[config.mk]
export PLATFORM = sky130hd
export DESIGN_NAME = dram_lsu_flat
export DESIGN_NICKNAME = d
export VERILOG_FILES = /design/src/rtl/dram_lsu_pkg.sv /design/src/rtl/dram_lsu_if.sv /design/src/rtl/dram_lsu_lane.sv /design/src/rtl/dram_lsu.sv /design/src/flat_wrapper.sv
export SDC_FILE = /design/constraint.sdc
export NUM_CORES = 1
export LEC_CHECK = 0
export ABC_AREA = 1
export ABC_CLOCK_PERIOD_IN_PS = 1900
export BUFFER_PORTS_ARGS = -buffer_cell sky130_fd_sc_hd__buf_2
export CAP_MARGIN = 25
export CORE_ASPECT_RATIO = 0.5
export CORE_MARGIN = 2
export CORE_UTILIZATION = 51
export CTS_CLUSTER_SIZE = 25
export DETAILED_ROUTE_END_ITERATION = 10
export GPL_ROUTABILITY_DRIVEN = 0
export HOLD_SLACK_MARGIN = 0.05
export MAX_ROUTING_LAYER = met4
export PLACE_DENSITY = 0.83
export SYNTH_ARGS = -nofsm -noshare
export SYNTH_HDL_FRONTEND = slang
export SYNTH_SLANG_ARGS = --single-unit
[constraint.sdc]
create_clock -name CLK -period 1.9 [get_ports CLK]
set_clock_uncertainty 0.05 [all_clocks]
set_input_delay 0.19 -clock CLK [delete_from_list [all_inputs] [get_ports CLK]]
set_output_delay 0.19 -clock CLK [all_outputs]
set_load 0.005 [all_outputs]
[src/rtl/dram_lsu_pkg.sv]
// Shared types for the dram load/store unit: access-size encodings, FSM states,
// lane count and the alignment rule used when misalignment checking is enabled.
package dram_lsu_pkg;

    localparam int LANES = 4;

    typedef enum logic [1:0] {
        SZ_BYTE = 2'b00,
        SZ_HALF = 2'b01,
        SZ_WORD = 2'b10,
        SZ_RSVD = 2'b11
    } size_e;

    typedef enum logic [2:0] {
        ST_IDLE,
        ST_RD,
        ST_CAP,
        ST_WR,
        ST_RESP
    } state_e;

    // A request is illegal when its low address bits do not match its natural alignment.
    function automatic logic is_misaligned(input logic [1:0] addr_lo, input logic [1:0] size);
        logic bad;
        case (size)
            SZ_BYTE: bad = 1'b0;
            SZ_HALF: bad = addr_lo[0];
            SZ_WORD: bad = (addr_lo != 2'b00);
            default: bad = 1'b1;
        endcase
        return bad;
    endfunction

endpackage

[src/rtl/dram_lsu_if.sv]
// Core request/response channel plus dram initiator signals of the load/store unit.
interface dram_lsu_if #(
    parameter int AW = 8
);
    logic          req_valid;
    logic          req_ready;
    logic          req_we;
    logic [31:0]   req_addr;
    logic [1:0]    req_size;
    logic          req_unsigned;
    logic [31:0]   req_wdata;
    logic          rsp_valid;
    logic [31:0]   rsp_rdata;
    logic          rsp_err;
    logic [AW-1:0] mem_addr;
    logic [31:0]   mem_data;
    logic          mem_mw;
    logic [31:0]   mem_q;

    modport slave (
        input  req_valid, req_we, req_addr, req_size, req_unsigned, req_wdata, mem_q,
        output req_ready, rsp_valid, rsp_rdata, rsp_err, mem_addr, mem_data, mem_mw
    );

    modport master (
        output req_valid, req_we, req_addr, req_size, req_unsigned, req_wdata, mem_q,
        input  req_ready, rsp_valid, rsp_rdata, rsp_err, mem_addr, mem_data, mem_mw
    );
endinterface

[src/rtl/dram_lsu_lane.sv]
// Combinational byte-lane logic: little-endian load extraction with sign/zero
// extension, and the read-modify-write merge for sub-word stores.
module dram_lsu_lane
    import dram_lsu_pkg::*;
(
    input  logic [1:0]  addr_lo,
    input  size_e       size,
    input  logic        is_unsigned,
    input  logic [31:0] mem_word,
    input  logic [31:0] wdata,
    output logic [31:0] load_data,
    output logic [31:0] merge_data
);

    logic [7:0]  byte_sel;
    logic [15:0] half_sel;

    always_comb begin
        byte_sel  = mem_word[{addr_lo, 3'b000} +: 8];
        half_sel  = mem_word[{addr_lo[1], 4'b0000} +: 16];
        load_data = mem_word;
        case (size)
            SZ_BYTE: load_data = {{24{~is_unsigned & byte_sel[7]}}, byte_sel};
            SZ_HALF: load_data = {{16{~is_unsigned & half_sel[15]}}, half_sel};
            default: load_data = mem_word;
        endcase
    end

    // Each lane either takes the matching store byte or keeps the word just read.
    genvar gi;
    generate
        for (gi = 0; gi < LANES; gi++) begin : g_lane
            localparam logic [1:0] LANE_IDX = 2'(gi);
            logic       hit;
            logic [7:0] src;

            always_comb begin
                hit = 1'b1;
                src = wdata[8*gi +: 8];
                case (size)
                    SZ_BYTE: begin
                        hit = (addr_lo == LANE_IDX);
                        src = wdata[7:0];
                    end
                    SZ_HALF: begin
                        hit = (addr_lo[1] == LANE_IDX[1]);
                        src = wdata[8*(gi%2) +: 8];
                    end
                    default: begin
                        hit = 1'b1;
                        src = wdata[8*gi +: 8];
                    end
                endcase
            end

            assign merge_data[8*gi +: 8] = hit ? src : mem_word[8*gi +: 8];
        end
    endgenerate

endmodule

[src/rtl/dram_lsu.sv]
// Load/store unit driving a single-port dram; sub-word stores are read-modify-write.
// Build option MISALIGN_CHECK_EN: reject misaligned and reserved-size requests with rsp_err.
module dram_lsu
    import dram_lsu_pkg::*;
#(
    parameter int AW = 8,
    parameter int DW = 32
) (
    input  logic CLK,
    input  logic RST,
    dram_lsu_if.slave bus
);

    state_e        state_reg;
    logic          req_ready_reg;
    logic          rsp_valid_reg;
    logic [DW-1:0] rsp_rdata_reg;
    logic          rsp_err_reg;
    logic [AW-1:0] mem_addr_reg;
    logic [DW-1:0] mem_data_reg;
    logic          mem_mw_reg;

    logic          we_reg;
    logic          unsigned_reg;
    logic [1:0]    alo_reg;
    size_e         size_reg;
    logic [DW-1:0] wdata_reg;

    size_e         size_norm;
    logic          req_err;
    logic [DW-1:0] load_data;
    logic [DW-1:0] merge_data;
    logic          unused_addr_bits;

    // Upper address bits alias onto the dram depth.
    assign unused_addr_bits = ^bus.req_addr[31:AW+2];

    // Reserved size behaves as a word access whenever it is not rejected.
    assign size_norm = (bus.req_size == SZ_RSVD) ? SZ_WORD : size_e'(bus.req_size);

`ifdef MISALIGN_CHECK_EN
    assign req_err = is_misaligned(bus.req_addr[1:0], bus.req_size);
`else
    assign req_err = 1'b0;
`endif

    dram_lsu_lane u_lane (
        .addr_lo     (alo_reg),
        .size        (size_reg),
        .is_unsigned (unsigned_reg),
        .mem_word    (bus.mem_q),
        .wdata       (wdata_reg),
        .load_data   (load_data),
        .merge_data  (merge_data)
    );

    always_ff @(posedge CLK) begin
        if (RST) begin
            state_reg     <= ST_IDLE;
            req_ready_reg <= 1'b1;
            rsp_valid_reg <= 1'b0;
            rsp_rdata_reg <= '0;
            rsp_err_reg   <= 1'b0;
            mem_addr_reg  <= '0;
            mem_data_reg  <= '0;
            mem_mw_reg    <= 1'b0;
            we_reg        <= 1'b0;
            unsigned_reg  <= 1'b0;
            alo_reg       <= 2'b00;
            size_reg      <= SZ_BYTE;
            wdata_reg     <= '0;
        end else begin
            case (state_reg)
                ST_IDLE: begin
                    if (bus.req_valid) begin
                        we_reg        <= bus.req_we;
                        unsigned_reg  <= bus.req_unsigned;
                        alo_reg       <= bus.req_addr[1:0];
                        size_reg      <= size_norm;
                        wdata_reg     <= bus.req_wdata;
                        mem_addr_reg  <= bus.req_addr[AW+1:2];
                        req_ready_reg <= 1'b0;
                        if (req_err) begin
                            rsp_valid_reg <= 1'b1;
                            rsp_err_reg   <= 1'b1;
                            rsp_rdata_reg <= '0;
                            state_reg     <= ST_RESP;
                        end else if (bus.req_we && size_norm == SZ_WORD) begin
                            mem_data_reg <= bus.req_wdata;
                            mem_mw_reg   <= 1'b1;
                            state_reg    <= ST_WR;
                        end else begin
                            state_reg <= ST_RD;
                        end
                    end
                end
                ST_RD: begin
                    mem_mw_reg <= 1'b0;
                    state_reg  <= ST_CAP;
                end
                ST_CAP: begin
                    // mem_q is valid here for dram read latency 0 or 1.
                    if (we_reg) begin
                        mem_data_reg <= merge_data;
                        mem_mw_reg   <= 1'b1;
                        state_reg    <= ST_WR;
                    end else begin
                        rsp_rdata_reg <= load_data;
                        rsp_valid_reg <= 1'b1;
                        state_reg     <= ST_RESP;
                    end
                end
                ST_WR: begin
                    mem_mw_reg    <= 1'b0;
                    rsp_valid_reg <= 1'b1;
                    rsp_rdata_reg <= '0;
                    state_reg     <= ST_RESP;
                end
                ST_RESP: begin
                    rsp_valid_reg <= 1'b0;
                    rsp_err_reg   <= 1'b0;
                    rsp_rdata_reg <= '0;
                    req_ready_reg <= 1'b1;
                    state_reg     <= ST_IDLE;
                end
                default: begin
                    mem_mw_reg    <= 1'b0;
                    req_ready_reg <= 1'b1;
                    state_reg     <= ST_IDLE;
                end
            endcase
        end
    end

    assign bus.req_ready = req_ready_reg;
    assign bus.rsp_valid = rsp_valid_reg;
    assign bus.rsp_rdata = rsp_rdata_reg;
    assign bus.rsp_err   = rsp_err_reg;
    assign bus.mem_addr  = mem_addr_reg;
    assign bus.mem_data  = mem_data_reg;
    assign bus.mem_mw    = mem_mw_reg;

endmodule

[src/flat_wrapper.sv]
// flat-port wrapper written by rule: the top's interface ports become plain ports
module dram_lsu_flat import dram_lsu_pkg::*;
#(
    parameter int AW = 8,
    parameter int DW = 32
)
  (CLK, RST, bus_req_valid, bus_req_we, bus_req_addr, bus_req_size, bus_req_unsigned, bus_req_wdata, bus_mem_q, bus_req_ready, bus_rsp_valid, bus_rsp_rdata, bus_rsp_err, bus_mem_addr, bus_mem_data, bus_mem_mw);
  dram_lsu_if #(.AW(AW)) bus_i ();
  input  logic CLK;
  input  logic RST;
  input wire logic [$bits(bus_i.req_valid)-1:0] bus_req_valid;
  input wire logic [$bits(bus_i.req_we)-1:0] bus_req_we;
  input wire logic [$bits(bus_i.req_addr)-1:0] bus_req_addr;
  input wire logic [$bits(bus_i.req_size)-1:0] bus_req_size;
  input wire logic [$bits(bus_i.req_unsigned)-1:0] bus_req_unsigned;
  input wire logic [$bits(bus_i.req_wdata)-1:0] bus_req_wdata;
  input wire logic [$bits(bus_i.mem_q)-1:0] bus_mem_q;
  output wire logic [$bits(bus_i.req_ready)-1:0] bus_req_ready;
  output wire logic [$bits(bus_i.rsp_valid)-1:0] bus_rsp_valid;
  output wire logic [$bits(bus_i.rsp_rdata)-1:0] bus_rsp_rdata;
  output wire logic [$bits(bus_i.rsp_err)-1:0] bus_rsp_err;
  output wire logic [$bits(bus_i.mem_addr)-1:0] bus_mem_addr;
  output wire logic [$bits(bus_i.mem_data)-1:0] bus_mem_data;
  output wire logic [$bits(bus_i.mem_mw)-1:0] bus_mem_mw;
  assign bus_i.req_valid = bus_req_valid;
  assign bus_i.req_we = bus_req_we;
  assign bus_i.req_addr = bus_req_addr;
  assign bus_i.req_size = bus_req_size;
  assign bus_i.req_unsigned = bus_req_unsigned;
  assign bus_i.req_wdata = bus_req_wdata;
  assign bus_i.mem_q = bus_mem_q;
  assign bus_req_ready = bus_i.req_ready;
  assign bus_rsp_valid = bus_i.rsp_valid;
  assign bus_rsp_rdata = bus_i.rsp_rdata;
  assign bus_rsp_err = bus_i.rsp_err;
  assign bus_mem_addr = bus_i.mem_addr;
  assign bus_mem_data = bus_i.mem_data;
  assign bus_mem_mw = bus_i.mem_mw;
  dram_lsu #(.AW(AW), .DW(DW)) u_core (.CLK(CLK), .RST(RST), .bus(bus_i));
endmodule
### Yosys cells after proc, flatten, opt, wreduce, memory -nomap -nowiden

Cells that the tools add are included.
W data, S select, Z words.

| word-level totals | value |
|---|---|
| output and inout bits | 76 |
| register bits after elaboration | 116 |

| cells by class | value |
|---|---|
| mux-type cells | 31 |
| shift operators | 2 |
| equality and inequality tests | 14 |
| bitwise operators | 6 |
| reduce and logical (&&, ||, !) cells | 16 |

Operators with widths:

| kind | number |
|---|---|
| $pmux W32 S2 | 3 |
| $mux W32 | 4 |
| $mux W8 | 6 |
| $shiftx A32 B6 Y16 | 1 |
| $shiftx A32 B6 Y8 | 1 |
| $pmux W8 S2 | 1 |
| $pmux W3 S4 | 1 |
| $pmux W1 S2 | 5 |
| $eq A2 B2 Y1 const B | 4 |
| $reduce_and A2 Y1 | 4 |
| $reduce_and A4 Y1 | 2 |
| $eq A3 B2 Y1 const B | 2 |
| $mux W3 | 2 |
| $pmux W1 S3 | 2 |
| $mux W1 | 5 |
| $eq A2 B1 Y1 const B | 2 |
| $logic_not A2 Y1 | 2 |
| $mux W2 | 2 |
| $ne A2 B1 Y1 const B | 2 |
| $ne A2 B2 Y1 const B | 2 |
| $not A1 Y1 | 4 |
| $reduce_bool A2 Y1 | 2 |
| $reduce_or A2 Y1 | 2 |
| $eq A3 B1 Y1 const B | 1 |
| other kinds (6) | 7 |

### Depth between registers and ports, before layout

| logic depth | value |
|---|---|
| depth in word-level cells | 7 |
| mapped depth | 10 |
| mapped depth without buffers | 9 |

### Cells and area by module

Synthesis repeated with hierarchy kept, for this count alone.

| unflattened totals | value |
|---|---|
| cell total of the unflattened synthesis | 987 |
| area total of the unflattened synthesis | 6059.6 um^2 |

By module, submodules not included:

| module | cells each | instances | sequential area each (um^2) | area each (um^2) |
|---|---|---|---|---|
| dram_lsu | 689 | 1 | 2322.2 | 4677.0 |
| dram_lsu_lane | 298 | 1 | 0.0 | 1382.6 |

### Worst setup path after synthesis

OpenSTA, ideal clock, no wires.

| timing | value |
|---|---|
| path type | register to register |
| from | reg u_core.size_reg[1] |
| to | reg u_core.mem_data_reg[10], in the netlist u_core.bus.mem_data[10] |
| path buffers | 2 |
| setup slack | 0.403 ns |
| cell stages (with the launch flop) | 9 |
| required time | 1.728 ns |
| clock period less this slack | 1.497 ns |
| data arrival time | 1.325 ns |
| path through | dfxtp_1 -> buf_2 -> nor2_4 -> inv_2 -> nand2_1 -> nand2_2 -> buf_2 -> o211ai_1 -> a21oi_1 |

| between the ends | value |
|---|---|
| word-level cells in the longest chain between the ends | 5 |
| elaborated cells between the ends (all ways) | 7 |
| those cells by class | 1 x eq/ne; 5 x mux; 1 x reduce/logical |

RTL lines:

| item | RTL line | text |
|---|---|---|
| start: declaration | dram_lsu.sv:26 | `size_e size_reg;` |
| start signal: assignment | dram_lsu.sv:79 | `size_reg <= size_norm;` |
| $eq A2 B1 Y1 / $logic_not A2 Y1 (equally long branches) | dram_lsu_lane.sv:40 | `case (size)` |
| $pmux W1 S2 / $mux W8 (equally long branches) | dram_lsu_lane.sv:40 |  |
| $mux W8 (*) | dram_lsu_lane.sv:56 | `assign merge_data[8*gi +: 8] = hit ? src : mem_word[8*gi +: 8];` |
| $mux W32 (*) | dram_lsu.sv:103 | `if (we_reg) begin` |
| $pmux W32 S2 (*) | dram_lsu.sv:73 | `case (state_reg)` |
| end signal: assignment | dram_lsu.sv:89 | `mem_data_reg <= bus.req_wdata;` |
| end signal: assignment | dram_lsu.sv:104 | `mem_data_reg <= merge_data;` |
| end: declaration | dram_lsu.sv:20 | `logic [DW-1:0] mem_data_reg;` |

Every way passes the cells marked *; elsewhere a longest branch is shown, timed or not. The select of a mux whose other input is x is not followed.
A chain may end at the register's enable or synchronous reset.

### Final worst setup path

| timing | value |
|---|---|
| from | reg u_core.size_reg[0] |
| to | reg u_core.mem_data_reg[15], in the netlist u_core.bus.mem_data[15] |

Same word-level chain as after synthesis.

==> reports/qor.txt <==
Worst setup endpoint - u_core.bus.mem_data[15]
DRT iter0 DRCs - 985
Num CTS Buffers - 17
Leakage - 3.363 nW
Number of vias in the routed layout - 6,771
Synth Area in Compound Gates - 0.2503
Maximum capacitance violations - 0
Netlist cell types - 31
Share of layout cells above drive strength 1 - 0.2435
Asr flop ratio synth - 0
Filler cell count - 775
Post-Syn Instances - 801
Post-Syn Area per Cell - 6.915 um^2
Synth Flop Type - dfxtp_1
Final hold violation count - 0
Final-stage net count - 1,092
Post-layout min period - 1.830 ns
Top post-synthesis cells by area - dfxtp_1, nand2_1, a21oi_1, o21ai_0, nor2_1
DP Worst Slack - 0.1445 ns
Worst EP arrival - 2.07 ns
Vias in the first global route - 6,069
R2R Path Start - u_core.size_reg[0]
Main combinational cell family by area after synthesis - simple AND/OR/NAND/NOR gates
DIE AREA - 0.01176 mm^2
HPWL Detailed - 12,650 um
Critical Path Source Type - register
Synth-to-layout area growth - 34.67%
Initial antenna violation count - 0
Most frequent cell after synthesis - nand2_1
Post-Synth XOR/XNOR Area - 0
Critical path startpoint - u_core.size_reg[0]
ANT nets after route - 0
Starting density of the core - 0.5338
Clock latency on the worst-skew pair - 0.42 ns
Mux cell area share after synthesis - 0
Synth Area in Adders - 0
Reg2Reg Depth - 6
ANT cells - 0
Fmax - 546.5 MHz
GR Util All Layers - 0.3518
Post-route clock period utilization - 0.9630
HP Class - in2reg
Synth area leader - dfxtp_1
DRC Markers - 0
PD cells - 1158 mW/mm^2
Sequential-to-total area share from yosys stat - 0.4192
Largest net degree at the start of global routing - 77
Post-DR vias/cell - 5.929
R2R Path End - u_core.bus.mem_data[15]
First-pass detailed-route iteration total - 8
Synthesized netlist net count - 904
Reg clk slew, reported paths - 0.06 ns
Die Y - 77.69 um
Max Root-Sink Buffers - 2
CP Capture Type - register
Clock Tree Root - clkbuf_16
Fraction of the mapped netlist area in simple logic gates - 0.2512
Yosys warns - 0
Wire length per cell - 17.93 um
# rows - 26
VDD IR max - 0.0007486 V
# setup viols final - 0
Post-synthesis cell area - 0.005539 mm^2
CTS tree - built
Worst path required time - 2.15 ns
Yosys top cell area share - 0.4192
R2R Setup Slk - 0.07 ns
Core area - 0.01038 mm^2
PnR worst setup slack - 0.07031 ns
Gr ovfl total - 0
CP max FO - 16
Chip width - 151.4 um
H-Tree Level Count - 4
Synth top cells by count - nand2_1, a21oi_1, dfxtp_1
Post-synth EDFFs - 0
Final Slew Violations - 0
Global-route wire length before repair - 30,790 um
Yosys reg bits - 116
I/O Pins - 179
CTS sink count - 116
Port Buffer Count - 155
Status - complete, no violations
Worst hold margin - 0.05826 ns
Crit Path Class - reg2reg
Routed WL - 20,470 um
## area by class of cell
cell class                      instances  area [um^2]  area share
Clock buffer                           21        470.5     0.06307
Clock inverter                         11        78.83     0.01057
Inverter                               46        176.4     0.02365
Multi-Input combinational cell        585         2804      0.3759
Sequential cell                       116         2323      0.3115
Tap cell                              140        175.2     0.02348
Timing Repair Buffer                  223         1431      0.1919
## stage by stage
step / TNS [ns] / area, um^2 / total power, mW / std cells / util
2_1_floorplan: 0 / 5539 / 4.594 / 801 / -
3_3_place_gp: 0 / 6432 / 5.377 / 1064 / 0.6198
3_5_place_dp: 0 / 6432 / 5.441 / 1064 / 0.6198
4_1_cts: 0 / 7412 / 8.449 / 1139 / 0.7143
5_1_grt: -0.03626 / 7460 / 9.003 / 1142 / 0.7188
6_report: 0 / 7460 / 8.638 / 1142 / 0.7188
## logic make-up (layout without fill, tap and decap cells)
family                 count (synthesis)  count (layout)
buffers and inverters                100             301
AOI/OAI and AO/OA                    254             254
and+or+nand+nor                      330             330
other                                  1               1
DFF                                  116             116
## metal layers
metal  global-route usage  share of wire  vias to the layer above
li1                     -              -                     3065
met1               0.4529           0.40                     3024
met2               0.4923           0.42                      555
met3               0.1247           0.14                      127
met4               0.1645          0.046                        0
met5                    -              0                        -
## power breakdown
part	internal [mW]	switching [mW]
Combinational	0.926	1.67
Clock	1.77	1.18
Sequential	2.85	0.249
Total	5.54	3.10
## repair_timing
action                                 in CTS  in global routing
endpoints found under the hold margin      67                  0
setup endpoints to repair                   0                 39
hold buffers                               43                  0
gates resized for setup                     0                  5
setup buffers                               0                  3
## critical path, stage by stage (launching register included)
cell      delay, ns
dfxtp_1        0.39
nor2_4         0.31
inv_2          0.18
nand2_1        0.15
nand2_2        0.21
o211ai_1       0.31
a21oi_1        0.10
## worst min path at each step
stage | start | to | slack (ns) | depth (start not counted)
after global placement | bus_req_addr[8] | u_core.bus.mem_addr[6] | 0.36 | 3
after detailed placement | bus_req_addr[5] | u_core.bus.mem_addr[3] | 0.37 | 3
after global routing | bus_req_wdata[0] | u_core.bus.mem_data[0] | 0.07 | 3
after floorplan | bus_req_addr[2] | u_core.bus.mem_addr[0] | 0.27 | 2
final | bus_req_wdata[0] | u_core.bus.mem_data[0] | 0.06 | 3
after CTS | bus_req_addr[0] | u_core.alo_reg[0] | 0.05 | 3
## cell usage in the layout (no fill, tap or decap), types with 2 or more instances in the layout
| cell | instances |
|---|---|
| a211oi_1 | 2 |
| a21oi_1 | 126 |
| a21oi_2 | 8 |
| buf_12 | 3 |
| buf_2 | 155 |
| buf_4 | 22 |
| clkbuf_16 | 17 |
| clkbuf_8 | 3 |
| clkinv_2 | 3 |
| clkinv_4 | 2 |
| clkinvlp_4 | 6 |
| dfxtp_1 | 115 |
| dlygate4sd3_1 | 43 |
| inv_1 | 37 |
| inv_2 | 8 |
| nand2_1 | 174 |
| nand2_2 | 2 |
| nand3_1 | 49 |
| nand3_2 | 2 |
| nand4_1 | 8 |
| nor2_1 | 86 |
| nor2_2 | 2 |
| nor2_4 | 3 |
| o211ai_1 | 24 |
| o21ai_0 | 75 |
| o21ai_1 | 13 |
Power figures use the tool's default switching activity.
